## config.mk

```make
export PLATFORM = sky130hd
export DESIGN_NAME = cpu_int_responder
export DESIGN_NICKNAME = d
export VERILOG_FILES = /design/src/rtl/cpu_int_responder.sv
export SDC_FILE = /design/constraint.sdc
export NUM_CORES = 1
export LEC_CHECK = 0
export ABC_AREA = 1
export BUFFER_PORTS_ARGS = -buffer_cell sky130_fd_sc_hd__buf_2
export CAP_MARGIN = 25
export CORE_MARGIN = 8
export CORE_UTILIZATION = 54
export DETAILED_ROUTE_END_ITERATION = 10
export PLACE_DENSITY_LB_ADDON = 0.2
export SYNTH_ARGS = -nofsm -noshare
export SYNTH_HDL_FRONTEND = slang
export SYNTH_SLANG_ARGS = --single-unit
```

## constraint.sdc

```tcl
create_clock -name Sys_Clock -period 2.8 [get_ports Sys_Clock]
set_input_delay 0.56 -clock Sys_Clock [delete_from_list [all_inputs] [get_ports Sys_Clock]]
set_output_delay 0.56 -clock Sys_Clock [all_outputs]
set_load 0.02 [all_outputs]
```

## src/rtl/cpu_int_responder.sv

```systemverilog
// Processor-side responder for the external interrupt controller handshake:
// request -> trap request to the pipeline -> timed acknowledge -> re-arm.
module cpu_int_responder #(
  parameter logic [31:0] VECTOR_NORMAL = 32'h8000_0008,
  parameter logic [31:0] VECTOR_URGENT = 32'h8000_000C,
  parameter int unsigned ACK_CYCLES    = 1,
  parameter int unsigned CNT_WIDTH     = 16
) (
  input  logic                 Sys_Clock,
  input  logic                 Sys_Reset,
  input  logic                 EIC_IntReq,
  input  logic                 EIC_IntId,
  output logic                 EIC_IntAck,
  input  logic                 Core_IntEnable,
  output logic                 Core_TrapReq,
  output logic [31:0]          Core_TrapVector,
  input  logic                 Core_TrapTaken,
  output logic                 Int_Busy,
  output logic [CNT_WIDTH-1:0] Int_Count
);

  typedef enum logic [1:0] {
    IDLE      = 2'd0,
    REQ       = 2'd1,
    ACK       = 2'd2,
    WAIT_DROP = 2'd3
  } stateT;

  localparam logic [3:0]           ACK_LOAD = 4'(ACK_CYCLES);
  localparam logic [CNT_WIDTH-1:0] CNT_ONE  = CNT_WIDTH'(1);

  stateT      state;
  logic       latchedId;
  logic [3:0] ackCnt;
  logic       eligible;
  logic       withdrawn;

  // Urgent requests bypass the core enable, both on entry and while pending.
  assign eligible  = EIC_IntReq & (EIC_IntId | Core_IntEnable);
  assign withdrawn = ~EIC_IntReq | (~latchedId & ~Core_IntEnable);

  always_ff @(posedge Sys_Clock) begin
    if (!Sys_Reset) begin
      state           <= IDLE;
      latchedId       <= 1'b0;
      ackCnt          <= 4'd0;
      EIC_IntAck      <= 1'b0;
      Core_TrapReq    <= 1'b0;
      Core_TrapVector <= 32'd0;
      Int_Busy        <= 1'b0;
      Int_Count       <= '0;
    end else begin
      case (state)
        IDLE: begin
          if (eligible) begin
            state           <= REQ;
            latchedId       <= EIC_IntId;
            Core_TrapReq    <= 1'b1;
            Core_TrapVector <= EIC_IntId ? VECTOR_URGENT : VECTOR_NORMAL;
            Int_Busy        <= 1'b1;
          end
        end
        REQ: begin
          // A commit in the same cycle as a withdrawal still gets serviced.
          if (Core_TrapTaken) begin
            state        <= ACK;
            Core_TrapReq <= 1'b0;
            EIC_IntAck   <= 1'b1;
            ackCnt       <= ACK_LOAD;
            if (Int_Count != '1) begin
              Int_Count <= Int_Count + CNT_ONE;
            end
          end else if (withdrawn) begin
            state        <= IDLE;
            Core_TrapReq <= 1'b0;
            Int_Busy     <= 1'b0;
          end
        end
        ACK: begin
          if (ackCnt == 4'd1) begin
            state      <= WAIT_DROP;
            EIC_IntAck <= 1'b0;
          end else begin
            ackCnt <= ackCnt - 4'd1;
          end
        end
        WAIT_DROP: begin
          // Holding here until the level drops stops one request being taken twice.
          if (!EIC_IntReq) begin
            state    <= IDLE;
            Int_Busy <= 1'b0;
          end
        end
        default: begin
          state <= IDLE;
        end
      endcase
    end
  end

endmodule

```

==> summary.md, run 1 <==
| Metric | Value |
|---|---|
| Slowest stage cell on the critical path | `dfxtp_1` |
| Count of pins over their slew limit | `0` |
| I/O pins | `57` |
| CP Launch Point | `state[0]` |
| R2R Setup Slk | `approximately 0.96 ns` |
| Min Tclk post-route | `approximately 1.8 ns` |
| Rows | `21` |
| Slew headroom | `between 60% and 70%` |
| Internal power | `0.651 mW` |
| Setup TNS | `0 ns` |
| Worst path bufs/invs | `1` |
| Overall Power | `about 1.1 mW` |
| DR vias/cell | `around 4.8` |
| Root buffer cell | `clkbuf_4` |
| Measured slew at the worst slew-check pin | `~0.53 ns` |
| Synthesized instance count | `roughly 290` |
| Worst Setup EP | `Int_Count[0]` |
| Vias | `1,707` |
| Crit path kind | `register to register` |
| # DRC | `0` |
| Ant diodes | `0` |
| Core area | `about 3300 um^2` |
| Sequential-to-total area share from yosys stat | `about 29%` |
| Arrival time at the worst endpoint | `2.10 ns` |
| Syn_area_per_cell | `approximately 6.5 um^2` |
| Critical Path Max Stage Delay | `~0.46 ns` |
| PwrDens | `584 nW/um^2` |
| Initial antenna violation count | `0` |
| Clk_skew | `slightly above 0.007 ns` |
| Setup violators final | `0` |
| RSZ-0062 raised after global routing | `no` |
| Gpl congestion | `0.848` |
| Post-synthesis cell area | `1880 um^2` |
| Worst r2r path cells | `6` |
| 1st-pass router iterations | `4` |
| Synth unique cells | `27` |
| Bufs on Longest Clock Path | `2` |
| Comb pwr share | `between 40% and 50%` |
| Hold buffer count at cts | `0` |
| Reg power frac | `43.3%` |
| Fin. Hold Viols | `0` |
| Full die area | `around 5600 um^2` |
| H-tree depth | `1` |
| Final period util | `65.6%` |
| Grt ovf | `0` |
| Vias in the first global route | `around 1,600` |
| Worst skew pair latency | `about 0.34 ns` |
| Final nets | `between 300 and 400` |
| P&R area growth vs syn | `3.52%` |
| Max Clk Rate | `between 0.5 and 0.6 GHz` |
| Worst path cell trace | `ha_1 > nand2_1 > inv_1 > nand2_2 > o21ai_0 > nor2_1` |
| Worst r2r src | `state[0]` |
| Sw Ratio | `a little over two fifths` |
| Crit. End Element | `register` |
| # Post-CTS Setup Buffers | `0` |
| Die Y | `between 70 and 80 um` |
| Fraction of layout cells with a size suffix above 1 | `14.1%` |
| Reg2reg end | `Int_Count[0]` |
| Largest net degree at the start of global routing | `18` |
| DRT antenna net count | `0` |
| CTS sink cnt | `27` |
| CP Data Required Time | `just over 3 ns` |
| Maxcap violations | `0` |
| Total CTS buffers | `3` |
| Psw | `approximately 0.49 mW` |
| Placed cell count | `~350` |
| Worst path top cell family by delay | `flip-flops` |
| DRT Wirelength | `between 4 and 5 mm` |
| Commonest non-fill, non-tap cell in the layout | `nand2_1` |
| Die W | `about 75 um` |
| Synth Register Bits | `27` |
| Leak pwr | `a little under 0.9 nW` |
| Worst Hold Class | `input port to register` |
| Clk pin slew, worst setup/hold paths | `approximately 0.16 ns` |
| WL per Instance | `11.5 um` |
| Crit. path cell count | `6` |
| Crit path max fanout | `14` |
| Initial Util | `56.4%` |
| Starting DRT DRC Count | `135` |
| CTS resizes | `0` |
| Ys Warns | `0` |
| Final HPWL DP | `approximately 3.1 mm` |
| Hold WS | `0.469 ns` |
| Port Buf Inserts | `27` |
| Worst vdd ir | `565 uV` |
| Clock power share | `roughly 17%` |
| GRT Resource Usage Total | `~15%` |
| Outcome | `finished clean` |
| TritonCTS clock tree | `done` |
| Critical Path Start Type | `register` |
| Most frequent cells in the layout | `69 x nand2_1, 35 x nor2_1, 33 x inv_1` |
| Non-Filler Instances | `around 360` |
| First-pass GRT wire length | `around 6.6 mm` |
==> worst min-delay path by stage <==
| stage | from | endpoint | slack, ns | depth (start not counted) |
|---|---|---|---|---|
| final | EIC_IntId | Core_TrapVector[2] | 0.47 | 3 |
| after global routing | EIC_IntId | Core_TrapVector[2] | 0.48 | 3 |
| after CTS | EIC_IntId | Core_TrapVector[2] | 0.45 | 3 |
| after detailed placement | EIC_IntAck | EIC_IntAck | 0.45 | 2 |
| after global placement | EIC_IntAck | EIC_IntAck | 0.45 | 2 |
| after floorplan | Core_TrapVector[2] | Core_TrapVector[2] | 0.46 | 2 |
==> cells in the mapped netlist <==
master	number	share of area, %
buf_4	31	12
nor3b_1	1	0.40
a21oi_2	4	1.9
nand2_2	5	1.7
nand3_1	20	5.3
o21ai_0	15	4.0
nand2_1	69	14
buf_1	1	0.20
conb_1	1	0.20
nor2_4	1	0.60
inv_1	33	6.6
ha_1	8	5.3
o21a_1	1	0.40
dfxtp_1	27	29
o211ai_1	1	0.40
buf_6	1	0.60
nor2_1	35	7.0
xnor2_1	1	0.47
nand3b_1	1	0.40
a21oi_1	12	3.2
nor3_1	1	0.27
nand4_1	9	3.0
nor2_2	2	0.66
a31oi_1	2	0.66
buf_2	3	0.80
or2_2	1	0.33
xor2_1	2	0.93
==> flip-flops by register name, summed over array words and instances, names as in the netlist, named ones only <==
| register | count |
|---|---|
| state | 1 |
| Core_TrapVector | 2 |
| EIC_IntAck | 1 |
| ackCnt | 4 |
| Int_Count | 16 |
| Int_Busy | 1 |
| Core_TrapReq | 1 |
==> kinds of logic after synthesis <==
group | count (synthesis) | share of synthesized area [%]
other | 1 | 0.199
XOR/XNOR | 3 | 1.40
buffers and inverters | 69 | 20.5
AO/OA/AOI/OAI | 35 | 10.5
adder cells (fa/ha/maj) | 8 | 5.32
flip-flops | 27 | 28.7
AND/OR/NAND/NOR | 145 | 33.4
==> power groups by stage <==
| stage | registers [mW] | logic, mW | clock network, mW |
|---|---|---|---|
| global route | 0.501 | 0.531 | 0.206 |
| CTS | 0.493 | 0.455 | 0.197 |
| global placement | 0.499 | 0.443 | 0 |
| detailed placement | 0.501 | 0.449 | 0 |
| finish | 0.493 | 0.456 | 0.189 |
| floorplan | 0.524 | 0.368 | 0 |
==> cell type report <==
cell class                      count  area (um^2)
Clock buffer                        3         22.5
Clock inverter                      1         8.76
Fill cell                         346         1390
Inverter                           33          124
Multi-Input combinational cell    220         1060
Sequential cell                    27          541
Tap cell                           46         57.6
Timing Repair Buffer               27          135
==> worst reg2reg max path, cell delays in order, from the launching register on <==
cell,delay [ns]
dfxtp_1,0.46
ha_1,0.28
nand2_1,0.15
inv_1,0.36
nand2_2,0.25
o21ai_0,0.21
nor2_1,0.05
==> metal layers <==
layer  share of wire (%)  GRT usage (%)
met2                  51           27.4
met1                  43           16.8
met3                 5.7           2.80
met5                   0              0
met4                0.76           3.04
==> stage by stage <==
step	worst slack [ns]	utilization (%)	instance area [um^2]
2_1_floorplan	1.17	-	1990
3_3_place_gp	1.10	57.5	1920
3_5_place_dp	0.975	57.5	1920
4_1_cts	0.948	58.4	1950
5_1_grt	0.732	58.4	1950
6_report	0.964	58.4	1950
Note: power is estimated with default switching activity, not from simulation.
==> inputs of run 2 (changes only) <==
--- a/config.mk
+++ b/config.mk
@@ -9,7 +9,7 @@
 export BUFFER_PORTS_ARGS = -buffer_cell sky130_fd_sc_hd__buf_2
 export CAP_MARGIN = 25
 export CORE_MARGIN = 8
-export CORE_UTILIZATION = 54
+export CORE_UTILIZATION = 51
 export DETAILED_ROUTE_END_ITERATION = 10
 export PLACE_DENSITY_LB_ADDON = 0.2
 export SYNTH_ARGS = -nofsm -noshare
==> constraint.sdc (replaced) <==
create_clock -name Sys_Clock -period 1.8 [get_ports Sys_Clock]
set_input_delay 0.36 -clock Sys_Clock [delete_from_list [all_inputs] [get_ports Sys_Clock]]
set_output_delay 0.36 -clock Sys_Clock [all_outputs]
set_load 0.02 [all_outputs]
==> run 2 against run 1 <==
Compared with the run above: first-iteration DRC count fell by 49%; highest routed layer is now met3; worst setup slack worse by 0.82 ns; combinational power up 69%; clock power rose by 92%; critical path type unchanged; die area up 4.6%; cell count up 3.4%; fmax rose by 11%; global-route usage down 0.71 points; via count grew 1.1%.
==> summary.md, run 2 (same netlist as run 1, synthesis figures left out) <==
| Metric | Value |
|---|---|
| Outcome | `finished clean` |
| Hold depth | `3 (unchanged)` |
| Reg2reg end | `Int_Count[14]` |
| Max Clk Rate | `0.605 GHz (+11%)` |
| Slew headroom | `60.3% (-4.7 points)` |
| Commonest non-fill, non-tap cell in the layout | `nand2_1` |
| Top Registers | `Int_Count x16, ackCnt x4, Core_TrapVector x2` |
| GRT Resource Usage Total | `14.0% (-0.71 points)` |
| Crit path max fanout | `12 (-2)` |
| Worst vdd ir | `761 uV (+35%)` |
| Psw | `0.785 mW (+61%)` |
| Dpl ws | `0.0350 ns (-0.940 ns)` |
| Clk_skew | `0.00682 ns (-0.000355 ns)` |
| Measured slew at the worst slew-check pin | `0.595 ns (+0.0700 ns)` |
| Reg power frac | `40.3% (-3.0 points)` |
| Port Buf Inserts | `27 (unchanged)` |
| Largest net degree at the start of global routing | `17 (-1)` |
| 1st-pass router iterations | `4 (unchanged)` |
| Top reg by flops | `Int_Count` |
| Initial antenna violation count | `0 (unchanged)` |
| Hold Path End | `Core_TrapVector[2]` |
| Setup violators final | `0 (unchanged)` |
| Worst skew pair latency | `0.28 ns (-0.06 ns)` |
| Overall Power | `1.90 mW (+67%)` |
| Critical Path Start Type | `register` |
| Comb pwr share | `40.6% (+0.5 points)` |
| Initial Util | `52.2% (-4.2 points)` |
| # Post-CTS Setup Buffers | `0 (unchanged)` |
| Fraction of layout cells with a size suffix above 1 | `18.7% (+4.5 points)` |
| Most frequent cells in the layout | `68 x nand2_1, 35 x nor2_1, 32 x inv_1` |
| Final core occ | `57.1% (-1.3 points)` |
| Starting DRT DRC Count | `69 (-49%)` |
| Worst r2r src | `Int_Count[1]` |
| Bufs on Longest Clock Path | `2 (unchanged)` |
| Total CTS buffers | `3 (unchanged)` |
| Min Tclk post-route | `1.65 ns (-0.184 ns)` |
| DRT antenna net count | `0 (unchanged)` |
| Rows | `22 (+4.8%)` |
| First-pass GRT wire length | `7.09 mm (+7.1%)` |
| H-tree depth | `1 (unchanged)` |
| Hold wc startpoint | `EIC_IntId` |
| PwrDens | `922 nW/um^2 (+58%)` |
| Arrival time at the worst endpoint | `1.86 ns (-0.24 ns)` |
| WL per Instance | `11.8 um (+2.8%)` |
| Count of pins over their slew limit | `0 (unchanged)` |
| Die W | `76.8 um (+2.3%)` |
| TritonCTS clock tree | `done` |
| Fin. Hold Viols | `0 (unchanged)` |
| Max reg flops | `16 (unchanged)` |
| DR vias/cell | `4.67 (-2.2%)` |
| Full die area | `5890 um^2 (+4.6%)` |
| Multi-input combinational cell area | `1080 um^2 (+2.1%)` |
| Setup TNS | `0 ns (unchanged)` |
| DRT Wirelength | `4.34 mm (+6.2%)` |
| Vias in the first global route | `1,565 (+0.19%)` |
| Worst Hold Class | `input port to register` |
| Maxcap violations | `0 (unchanged)` |
| CP Data Required Time | `2.01 ns (-1.05 ns)` |
| Leak pwr | `0.946 nW (+5.7%)` |
| CTS resizes | `0 (unchanged)` |
| P&R area growth vs syn | `9.44%` |
| Clock power share | `19.1% (+2.5 points)` |
| Worst r2r path cells | `9 (+3)` |
| Final nets | `336 (+3.1%)` |
| Crit. End Element | `register` |
| Hold buffer count at cts | `0 (unchanged)` |
| I/O pins | `57 (unchanged)` |
| Register area | `542 um^2 (+0.23%)` |
| Final period util | `91.8% (+26 points)` |
| Gpl congestion | `0.853 (+0.59%)` |
| # DRC | `0 (unchanged)` |
| Vias | `1,725 (+1.1%)` |
| Die Y | `76.8 um (+2.3%)` |
| Core area | `3610 um^2 (+8.1%)` |
| Filler cells | `375 (+8.4%)` |
| Crit path kind | `register to register` |
| RSZ-0062 raised after global routing | `no` |
| Root buffer cell | `clkbuf_8` |
| CTS sink cnt | `27 (unchanged)` |
| Internal power | `1.11 mW (+71%)` |
| Final HPWL DP | `3.37 mm (+7.4%)` |
| PnR worst setup slack | `0.148 ns (-0.816 ns)` |
| Clk pin slew, worst setup/hold paths | `0.10 ns (-0.06 ns)` |
| R2R Setup Slk | `0.15 ns (-0.82 ns)` |
| Grt ovf | `0 (unchanged)` |
| Ant diodes | `0 (unchanged)` |
| Sw Ratio | `41.3% (-1.5 points)` |
[run 2: power groups by stage]
| stage | Clock (mW) | Sequential, mW | Combinational [mW] |
|---|---|---|---|
| after CTS | 0.375 | 0.760 | 0.740 |
| after global routing | 0.406 | 0.778 | 0.875 |
| after global placement | 0 | 0.771 | 0.720 |
| final | 0.363 | 0.766 | 0.772 |
| after detailed placement | 0 | 0.773 | 0.739 |
| after floorplan | 0 | 0.815 | 0.573 |
[run 2: routing by layer]
metal	track usage, %	share of wire [%]	up-vias
met4	3.08	0	0
met5	0	0	-
met3	5.13	5.9	0
li1	-	-	922
met2	25.4	51	42
met1	15.0	43	761
[run 2: critical path, cell delays in order, from the launching register on]
cell     delay [ns]
dfxtp_1        0.40
ha_2           0.24
nand2_2        0.06
nor2_2         0.12
nand2_2        0.09
nor2_4         0.10
nand2_2        0.17
nand2_2        0.20
nand2_1        0.08
a21oi_2        0.12
[run 2: worst max path at each step]
stage | from | endpoint | slack, ns | cells past startpoint
floorplan | Int_Count[0] | Int_Count[11] | 0.17 | 11
global placement | state[0] | Int_Count[0] | 0.02 | 6
detailed placement | state[0] | Int_Count[0] | 0.04 | 6
CTS | state[0] | Int_Count[0] | 0.005 | 6
global route | Int_Count[1] | Int_Count[14] | 0.02 | 9
finish | Int_Count[1] | Int_Count[14] | 0.15 | 9
[run 2: area by class of cell]
class,count,area share [%]
clock inverter,1,0.364
inverter,33,6.01
tap,48,2.91
multi-input combinational,221,52.6
sequential,27,26.3
timing repair buffer,36,9.84
clock buffer,3,2.00
[run 2: through the flow]
step	cells	area, um^2	hold slack (ns)
2_1_floorplan	316	1990	0.463
3_3_place_gp	364	1990	0.451
3_5_place_dp	364	1990	0.452
4_1_cts	368	2040	0.336
5_1_grt	369	2060	0.344
6_report	369	2060	0.343
==> inputs of run 3 (changes only) <==
--- a/config.mk
+++ b/config.mk
@@ -6,10 +6,11 @@
 export NUM_CORES = 1
 export LEC_CHECK = 0
 export ABC_AREA = 1
+export ABC_CLOCK_PERIOD_IN_PS = 1800
 export BUFFER_PORTS_ARGS = -buffer_cell sky130_fd_sc_hd__buf_2
 export CAP_MARGIN = 25
 export CORE_MARGIN = 8
-export CORE_UTILIZATION = 51
+export CORE_UTILIZATION = 30
 export DETAILED_ROUTE_END_ITERATION = 10
 export PLACE_DENSITY_LB_ADDON = 0.2
 export SYNTH_ARGS = -nofsm -noshare
==> run 3 against run 2 <==
Compared with the run above: sequential power down 1%; wire length is 5.6% higher; count of clock-buffer cells in the layout is 1 higher.
==> summary.md, run 3 (same netlist as run 1, synthesis figures left out) <==
| Metric | Value |
|---|---|
| PwrDens | `906 nW/um^2 (-1.7%)` |
| 1st-pass router iterations | `4 (unchanged)` |
| Bufs on Longest Clock Path | `2 (unchanged)` |
| H-tree depth | `1 (unchanged)` |
| Grt ovf | `0 (unchanged)` |
| Placed cell count | `395 (+8.5%)` |
| DR vias/cell | `4.38 (-6.2%)` |
| Clk_skew | `0.00689 ns (+0.0000714 ns)` |
| # Post-CTS Setup Buffers | `0 (unchanged)` |
| Clk pin slew, worst setup/hold paths | `0.10 ns (about the same)` |
| Worst Hold Class | `input port to register` |
| Gpl congestion | `0.874 (+2.5%)` |
| P&R area growth vs syn | `10.8%` |
| Final nets | `337 (+0.30%)` |
| Maxcap violations | `0 (unchanged)` |
| Critical Path Start Type | `register` |
| Die Y | `95.2 um (+24%)` |
| Final HPWL DP | `3.62 mm (+7.4%)` |
| PnR worst setup slack | `0.206 ns (+0.0579 ns)` |
| Initial antenna violation count | `0 (unchanged)` |
| Fin. Hold Viols | `0 (unchanged)` |
| Overall Power | `1.89 mW (-0.44%)` |
| First-pass GRT wire length | `7.86 mm (+11%)` |
| Register area | `541 um^2 (-0.23%)` |
| Ant diodes | `0 (unchanged)` |
| Final period util | `88.6% (-3.2 points)` |
| Multi-input combinational cell area | `1060 um^2 (-1.8%)` |
| I/O pins | `57 (unchanged)` |
| Leak pwr | `0.953 nW (+0.73%)` |
| Largest net degree at the start of global routing | `15 (-2)` |
| Hold buffer count at cts | `0 (unchanged)` |
| GRT Resource Usage Total | `10.6% (-3.4 points)` |
| Hold WS | `0.349 ns (+0.00580 ns)` |
| Vias | `1,749 (+1.4%)` |
| Outcome | `finished clean` |
| Most frequent cells in the layout | `69 x nand2_1, 35 x nor2_1, 32 x inv_1` |
| Die W | `95.2 um (+24%)` |
| Non-Filler Instances | `399 (+8.1%)` |
| Count of pins over their slew limit | `0 (unchanged)` |
| Full die area | `9070 um^2 (+54%)` |
| CP Data Required Time | `2.00 ns (about the same)` |
| Setup violators final | `0 (unchanged)` |
| Max Clk Rate | `0.627 GHz (+3.6%)` |
| Total CTS buffers | `3 (unchanged)` |
| Filler cells | `702 (+87%)` |
| Port Buf Inserts | `27 (unchanged)` |
| Vias in the first global route | `1,728 (+10%)` |
| Rows | `29 (+32%)` |
| Core area | `6200 um^2 (+72%)` |
| Arrival time at the worst endpoint | `1.80 ns (-0.06 ns)` |
| Top reg by flops | `Int_Count` |
| Crit path kind | `register to register` |
| DRT Wirelength | `4.59 mm (+5.6%)` |
| Crit path max fanout | `6 (-6)` |
| Dpl ws | `0.137 ns (+0.102 ns)` |
| Worst vdd ir | `456 uV (-40%)` |
| Fraction of layout cells with a size suffix above 1 | `17.4% (-1.3 points)` |
| CTS sink cnt | `27 (unchanged)` |
| Starting DRT DRC Count | `93 (+35%)` |
| Commonest non-fill, non-tap cell in the layout | `nand2_1` |
| Min Tclk post-route | `1.59 ns (-0.0579 ns)` |
| DRT antenna net count | `0 (unchanged)` |
| RSZ-0062 raised after global routing | `no` |
| Max reg flops | `16 (unchanged)` |
| # DRC | `0 (unchanged)` |
| Worst skew pair latency | `0.28 ns (about the same)` |
| TritonCTS clock tree | `done` |
| Initial Util | `30.3% (-22 points)` |
| Root buffer cell | `clkbuf_8` |
| WL per Instance | `11.5 um (-2.4%)` |
| Crit. End Element | `register` |
| Setup TNS | `0 ns (unchanged)` |
| Top Registers | `Int_Count x16, ackCnt x4, Core_TrapVector x2` |
==> run 3: final cells by class <==
class | count | share of cell area, %
timing repair buffer | 38 | 10.4
sequential | 27 | 25.9
multi-input combinational | 220 | 51.0
inverter | 33 | 5.94
clock buffer | 4 | 2.16
tap | 77 | 4.62
==> run 3: what timing repair did <==
action | CTS | global route
setup endpoints to repair | 0 | 3
hold endpoints to repair | 0 | 0
gates resized for setup | 0 | 3
==> run 3: final timing paths <==
kind / startpoint / endpoint / slack (ns) / cells past startpoint
worst min register to register: EIC_IntAck / EIC_IntAck / 0.47 / 2
worst min-delay path: EIC_IntId / Core_TrapVector[2] / 0.35 / 3
worst max register to register: register / ackCnt[3] / 0.21 / 9
worst max-delay path: register / ackCnt[3] / 0.21 / 9
==> run 3: stage by stage <==
stage,util [%],instance area (um^2)
after floorplan,-,1990
after global placement,32.9,2040
after detailed placement,32.9,2040
after CTS,33.6,2080
after global routing,33.6,2090
final,33.6,2090
==> run 3: per-layer routing <==
layer	vias up	share of wire, %	track usage, %
li1	921	-	-
met5	-	0	0
met3	6	7.0	2.91
met1	781	44	11.8
met2	41	48	19.4
met4	0	1.2	2.73
==> run 3: critical path, stage by stage, from the launching register on <==
cell,delay (ns)
dfxtp_1,0.35
inv_1,0.11
ha_2,0.24
nand2_1,0.15
o21ai_1,0.15
nand2_1,0.09
inv_1,0.14
nand2_1,0.09
nand2_1,0.06
nor3b_1,0.15
==> run 3: where the power goes <==
group | leakage, nW | switching [mW] | internal, mW
clock network | 0.0228 | 0.205 | 0.159
logic | 0.711 | 0.503 | 0.266
registers | 0.219 | 0.0674 | 0.691
total | 0.953 | 0.776 | 1.12
